### config.mk
export PLATFORM = sky130hd
export DESIGN_NAME = front_panel_input
export DESIGN_NICKNAME = d
export VERILOG_FILES = /design/src/rtl/front_panel_input.sv
export SDC_FILE = /design/constraint.sdc
export NUM_CORES = 1
export LEC_CHECK = 0
export BUFFER_PORTS_ARGS = -buffer_cell sky130_fd_sc_hd__buf_2
export CORE_ASPECT_RATIO = 0.7
export CORE_MARGIN = 8
export CORE_UTILIZATION = 45
export CTS_CLUSTER_SIZE = 10
export DETAILED_ROUTE_END_ITERATION = 8
export MAX_ROUTING_LAYER = met4
export SYNTH_ARGS = -nofsm -noshare
export SYNTH_HDL_FRONTEND = slang
export SYNTH_SLANG_ARGS = --single-unit
### constraint.sdc
create_clock -name M_CLOCK -period 3.4 [get_ports M_CLOCK]
set_input_delay 0.51 -clock M_CLOCK [delete_from_list [all_inputs] [get_ports M_CLOCK]]
set_output_delay 0.51 -clock M_CLOCK [all_outputs]
set_load 0.05 [all_outputs]
### src/rtl/front_panel_input.sv
// Front-panel input conditioning: synchronised, debounced pushbuttons with press/release/chord pulses and a debounced DIP-switch vector.
// Optional auto-repeat of held buttons is built only when the AUTOREPEAT_EN macro is defined.
module front_panel_input #(
    parameter int DEBOUNCE_TICKS = 499999,
    parameter int REPEAT_DELAY   = 24999999,
    parameter int REPEAT_RATE    = 9999999
) (
    input  logic       M_CLOCK,
    input  logic       M_RESET,
    input  logic [3:0] IO_PB,
    input  logic [7:0] IO_DSW,
    output logic [3:0] PB_LEVEL,
    output logic [3:0] PB_PRESS,
    output logic [3:0] PB_RELEASE,
    output logic       CHORD_SET,
    output logic [7:0] DSW_VAL,
    output logic       DSW_CHANGE
);

    localparam int CNT_W = (DEBOUNCE_TICKS > 0) ? $clog2(DEBOUNCE_TICKS + 1) : 1;
    localparam logic [CNT_W-1:0] CNT_TERM = CNT_W'(DEBOUNCE_TICKS);
    // The sample that opens a wait state already counts as one stable cycle.
    localparam logic [CNT_W-1:0] CNT_FIRST = (DEBOUNCE_TICKS > 0) ? CNT_W'(1) : '0;

    typedef enum logic [1:0] {
        RELEASED,
        PRESS_WAIT,
        HELD,
        RELEASE_WAIT
    } pbState_t;

    logic [3:0] pbMeta, pbSync;
    logic [7:0] dswMeta, dswSync;

    pbState_t         state     [4];
    pbState_t         stateNext [4];
    logic [CNT_W-1:0] cnt       [4];
    logic [CNT_W-1:0] cntNext   [4];
    logic [3:0]       acceptPress, acceptRelease;
    logic [3:0]       pressNext;
    logic             chordPrev;

    logic [7:0]       dswSample;
    logic [CNT_W-1:0] dswCnt;

    always_ff @(posedge M_CLOCK) begin
        if (M_RESET) begin
            pbMeta  <= '0;
            pbSync  <= '0;
            dswMeta <= '0;
            dswSync <= '0;
        end else begin
            pbMeta  <= IO_PB;
            pbSync  <= pbMeta;
            dswMeta <= IO_DSW;
            dswSync <= dswMeta;
        end
    end

    always_comb begin
        for (int i = 0; i < 4; i++) begin
            stateNext[i]     = state[i];
            cntNext[i]       = cnt[i];
            acceptPress[i]   = 1'b0;
            acceptRelease[i] = 1'b0;
            case (state[i])
                RELEASED: begin
                    if (pbSync[i]) begin
                        stateNext[i] = PRESS_WAIT;
                        cntNext[i]   = CNT_FIRST;
                    end
                end
                PRESS_WAIT: begin
                    if (!pbSync[i]) begin
                        stateNext[i] = RELEASED;
                        cntNext[i]   = '0;
                    end else if (cnt[i] == CNT_TERM) begin
                        stateNext[i]   = HELD;
                        cntNext[i]     = '0;
                        acceptPress[i] = 1'b1;
                    end else begin
                        cntNext[i] = cnt[i] + 1'b1;
                    end
                end
                HELD: begin
                    if (!pbSync[i]) begin
                        stateNext[i] = RELEASE_WAIT;
                        cntNext[i]   = CNT_FIRST;
                    end
                end
                RELEASE_WAIT: begin
                    if (pbSync[i]) begin
                        stateNext[i] = HELD;
                        cntNext[i]   = '0;
                    end else if (cnt[i] == CNT_TERM) begin
                        stateNext[i]     = RELEASED;
                        cntNext[i]       = '0;
                        acceptRelease[i] = 1'b1;
                    end else begin
                        cntNext[i] = cnt[i] + 1'b1;
                    end
                end
                default: begin
                    stateNext[i] = RELEASED;
                    cntNext[i]   = '0;
                end
            endcase
        end
    end

    always_comb begin
        for (int i = 0; i < 4; i++) begin
            PB_LEVEL[i] = (state[i] == HELD) || (state[i] == RELEASE_WAIT);
        end
    end

`ifdef AUTOREPEAT_EN
    localparam int RPT_MAX = (REPEAT_DELAY > REPEAT_RATE) ? REPEAT_DELAY : REPEAT_RATE;
    localparam int RPT_W   = (RPT_MAX > 0) ? $clog2(RPT_MAX + 1) : 1;
    localparam logic [RPT_W-1:0] RPT_FIRST_TERM = RPT_W'(REPEAT_DELAY);
    localparam logic [RPT_W-1:0] RPT_NEXT_TERM  = RPT_W'(REPEAT_RATE);

    logic [RPT_W-1:0] rptCnt     [4];
    logic [RPT_W-1:0] rptCntNext [4];
    logic [3:0]       rptFirst, rptFirstNext;
    logic [3:0]       repeatPulse;
    logic             chordHeld;

    // Repeats only advance while the button is settled in HELD; a chord mutes buttons 0 and 3.
    always_comb begin
        chordHeld = PB_LEVEL[0] & PB_LEVEL[3];
        for (int i = 0; i < 4; i++) begin
            rptCntNext[i]   = rptCnt[i];
            rptFirstNext[i] = rptFirst[i];
            repeatPulse[i]  = 1'b0;
            if (acceptPress[i]) begin
                rptCntNext[i]   = '0;
                rptFirstNext[i] = 1'b1;
            end else if (state[i] == HELD && pbSync[i]) begin
                if (rptCnt[i] == (rptFirst[i] ? RPT_FIRST_TERM : RPT_NEXT_TERM)) begin
                    rptCntNext[i]   = '0;
                    rptFirstNext[i] = 1'b0;
                    repeatPulse[i]  = !(chordHeld && (i == 0 || i == 3));
                end else begin
                    rptCntNext[i] = rptCnt[i] + 1'b1;
                end
            end
        end
        pressNext = acceptPress | repeatPulse;
    end

    always_ff @(posedge M_CLOCK) begin
        if (M_RESET) begin
            for (int i = 0; i < 4; i++) rptCnt[i] <= '0;
            rptFirst <= '0;
        end else begin
            for (int i = 0; i < 4; i++) rptCnt[i] <= rptCntNext[i];
            rptFirst <= rptFirstNext;
        end
    end
`else
    always_comb begin
        pressNext = acceptPress;
    end
`endif

    always_ff @(posedge M_CLOCK) begin
        if (M_RESET) begin
            for (int i = 0; i < 4; i++) begin
                state[i] <= RELEASED;
                cnt[i]   <= '0;
            end
            PB_PRESS   <= '0;
            PB_RELEASE <= '0;
            chordPrev  <= 1'b0;
        end else begin
            for (int i = 0; i < 4; i++) begin
                state[i] <= stateNext[i];
                cnt[i]   <= cntNext[i];
            end
            PB_PRESS   <= pressNext;
            PB_RELEASE <= acceptRelease;
            chordPrev  <= PB_LEVEL[0] & PB_LEVEL[3];
        end
    end

    assign CHORD_SET = PB_LEVEL[0] & PB_LEVEL[3] & ~chordPrev;

    // Any movement of the synced vector restarts the shared stability count.
    always_ff @(posedge M_CLOCK) begin
        if (M_RESET) begin
            dswSample  <= '0;
            dswCnt     <= '0;
            DSW_VAL    <= '0;
            DSW_CHANGE <= 1'b0;
        end else begin
            DSW_CHANGE <= 1'b0;
            if (dswSync != dswSample) begin
                dswSample <= dswSync;
                dswCnt    <= CNT_FIRST;
            end else if (dswCnt != CNT_TERM) begin
                dswCnt <= dswCnt + 1'b1;
            end else if (dswSample != DSW_VAL) begin
                DSW_VAL    <= dswSample;
                DSW_CHANGE <= 1'b1;
            end
        end
    end

endmodule

==> flow_summary.toml <==
[run_status]
status = "finished, final reports clean"

[cells_and_area]
areaGrowthSynthToFinish_pct = 13.6
final_nets = 822
drive_gt1_frac = 0.113
diodes = 0

[clock_network]
clkTransAtPathRegs_ns = 0.07
cts_buffers = 17
cts_tree = "done"
h-tree-depth = 4
cts_resized = 0
clock_path_buffers = 2
post_cts_buffers = 0
root_buffer = "clkbuf_16"
clk_latency_ns = 0.43
cts_sinks = 153
cts_hold_buffers = 0

[worst_setup_path]
end_kind = "flip-flop"
start_kind = "flip-flop"
required_ns = 3.74
path_class = "flip-flop to flip-flop"
crit_path_max_fanout = 22
crit_arrival_ns = 2.88

[power_and_ir_drop]
p_seq_frac = 0.479
pwr_density_cell_nw_per_um2 = 494
p_sw_uw = 981
power_frac_clock = 0.488
power.leakage_nw = 2.80
intPower_mw = 2.86
p_comb_frac = 0.034
power.total_mw = 3.84
switching_share = 0.255
vdd_drop_max_uv = 229

[logic_synthesis]
syn_avg_cell_area_um2 = 8.84
synth_edf_count = 0
synth_cell_types = 58
syn_area_um2 = 6850
synth-seq-cells = 153
yosysWarnings = 0
yosysTopAreaCellShare = 0.447
synth_area_leaders = "dfxtp_1 45%, a21oi_1 4.0%, xor2_1 3.8%, nand3_1 3.5%, nor2_1 3.3%"
netlist.top_cell.by_area = "dfxtp_1"
ys_seq_area_frac = 0.447
yosys_most_used_dff = "dfxtp_1"
syn-num-nets = 794
async_flop_share = 0
syn_inst = 775

[grt]
grt_pass1_vias = 5254
grt_pass1_wl_mm = 25.5
grt-ovfl-total = 0
grt_usage = 0.161
grt_max_degree = 35
antenna_found_initial = 0

[timing]
fin_crit_sh = 0.747
maxSlewViolCount = 0
tightest_slew_ns = 1.29
setup_viol = 0
fmax_mhz = 394
fin_tns_setup_ns = 0
fin_skew_ns = 0.0134
slew_headroom = 0.136
hold_viol_final = 0
finalCriticalPeriod_ns = 2.54
grt_setup_unrepaired = "no"

[place]
hpwl_mm = 10.1
portBuffers = 35
place_congestion = 0.846

[routing]
wirelength_mm = 14.7
antenna_left = 0
num_vias = 5602
drt-pass1-iter-count = 5
viasPerCell = 5.54
drt-wirelength-per-cell_um = 14.6
drt_iter0_drc = 463
drc = 0

[floorplanning]
dieArea_um2 = 19500
core_um2 = 14800
die_height_um = 119
ios = 36
die_width_um = 163
initial_utilization = 0.464
rows = 37

[worst_hold_path]
hp-class = "input pin to flip-flop"

[run]
cap_violations = 0
-- placed cells by master, fill, tap and decap left out, types with 25 or more instances in the layout --
| cell | Yosys | layout |
|---|---|---|
| nand2_1 | 51 | 51 |
| o21ai_0 | 26 | 26 |
| xor2_1 | 30 | 30 |
| dfxtp_1 | 153 | 153 |
| a21oi_1 | 55 | 55 |
| a31oi_1 | 34 | 34 |
| nor2b_1 | 36 | 36 |
| nand3_1 | 48 | 48 |
| nor2_1 | 61 | 61 |
| buf_2 | 4 | 35 |
| nand4_1 | 25 | 25 |
-- flip-flops by register name (all words and copies together), names as in the netlist, named ones only --
name,cells
cnt,76
DSW_VAL,8
dswSync,8
PB_PRESS,4
dswCnt,19
pbSync,4
PB_RELEASE,4
state,4
DSW_CHANGE,1
chordPrev,1
pbMeta,4
dswMeta,8
dswSample,8
-- power by group through the flow --
stage	Sequential (mW)	Clock, mW	Combinational, mW
2_1_floorplan	1.87	0	0.0977
3_3_place_gp	1.88	0	0.125
3_5_place_dp	1.88	0	0.128
4_1_cts	1.84	1.93	0.129
5_1_grt	1.84	2.01	0.146
6_report	1.84	1.87	0.129
-- synthesized netlist by cell type (3+ instances only) --
| cell type | count |
|---|---|
| a211oi_1 | 6 |
| a211oi_2 | 3 |
| a21o_1 | 3 |
| a21oi_1 | 55 |
| a22o_1 | 11 |
| a22oi_1 | 5 |
| a31oi_1 | 34 |
| a41oi_1 | 6 |
| and3_1 | 16 |
| and4_1 | 6 |
| and4bb_2 | 3 |
| buf_1 | 3 |
| buf_2 | 4 |
| buf_6 | 3 |
| clkbuf_1 | 24 |
| dfxtp_1 | 153 |
| ha_1 | 5 |
| inv_1 | 12 |
| mux2i_1 | 10 |
| nand2_1 | 51 |
| nand2b_1 | 13 |
| nand3_1 | 48 |
| nand3b_1 | 6 |
| nand4_1 | 25 |
| nand4b_1 | 4 |
| nor2_1 | 61 |
| nor2b_1 | 36 |
| nor3_1 | 21 |
| nor3_2 | 3 |
| nor4_1 | 12 |
| nor4b_1 | 8 |
| o21ai_0 | 26 |
| or2_2 | 3 |
| or3_1 | 12 |
| xnor2_1 | 22 |
| xor2_1 | 30 |
-- cells by family after synthesis --
kind of cell	count (synthesis)	share of synthesized area
simple gates	341	0.277
flops	153	0.447
fa+ha+maj	5	0.00914
mux	10	0.0146
buf+inv	46	0.0292
compound gates	168	0.156
xor+xnor	52	0.0665
-- through the flow --
stage / util / hold WS (ns) / cell area [um2] / cells / setup WS, ns
floorplan: - / 0.414 / 6850 / 775 / 1.49
global placement: 0.486 / 0.417 / 7180 / 979 / 1.00
detailed placement: 0.486 / 0.425 / 7180 / 979 / 0.929
CTS: 0.527 / 0.265 / 7780 / 1011 / 0.917
global route: 0.527 / 0.279 / 7780 / 1011 / 0.591
finish: 0.527 / 0.287 / 7780 / 1011 / 0.860
-- worst max-delay path, stage by stage (launching register included) --
cell and delay (ns):
dfxtp_1 0.34, ha_1 0.24, nand4_1 0.21, nor2_1 0.13
a211oi_2 1.08, o21ai_0 0.23, a31oi_1 0.23
-- path summary, 6_finish.rpt --
kind / start / end / slack (ns) / depth (start not counted)
max: cnt[2][0] / cnt[2][13] / 0.86 / 6
max reg2reg: cnt[2][0] / cnt[2][13] / 0.86 / 6
min: IO_DSW[3] / dswMeta[3] / 0.29 / 2
min reg2reg: pbMeta[2] / pbSync[2] / 0.44 / 1
-- cell type report --
cell class / count / area (um2)
timing repair buffer: 43 / 235
clock inverter: 15 / 178
multi-input combinational: 576 / 3590
inverter: 12 / 45.0
tap: 195 / 244
clock buffer: 17 / 425
sequential: 153 / 3060
fill: 1337 / 6990
-- routing by layer --
layer | vias up | part of all wire | wire, um | global-route usage
met3 | 10 | 0.026 | 386 | 0.0348
met4 | 0 | 0.0094 | 139 | 0.0600
met1 | 2640 | 0.51 | 7530 | 0.216
met2 | 61 | 0.45 | 6670 | 0.232
met5 | - | 0 | 0 | -
li1 | 2891 | - | - | -
(Power assumes the default switching activity.)
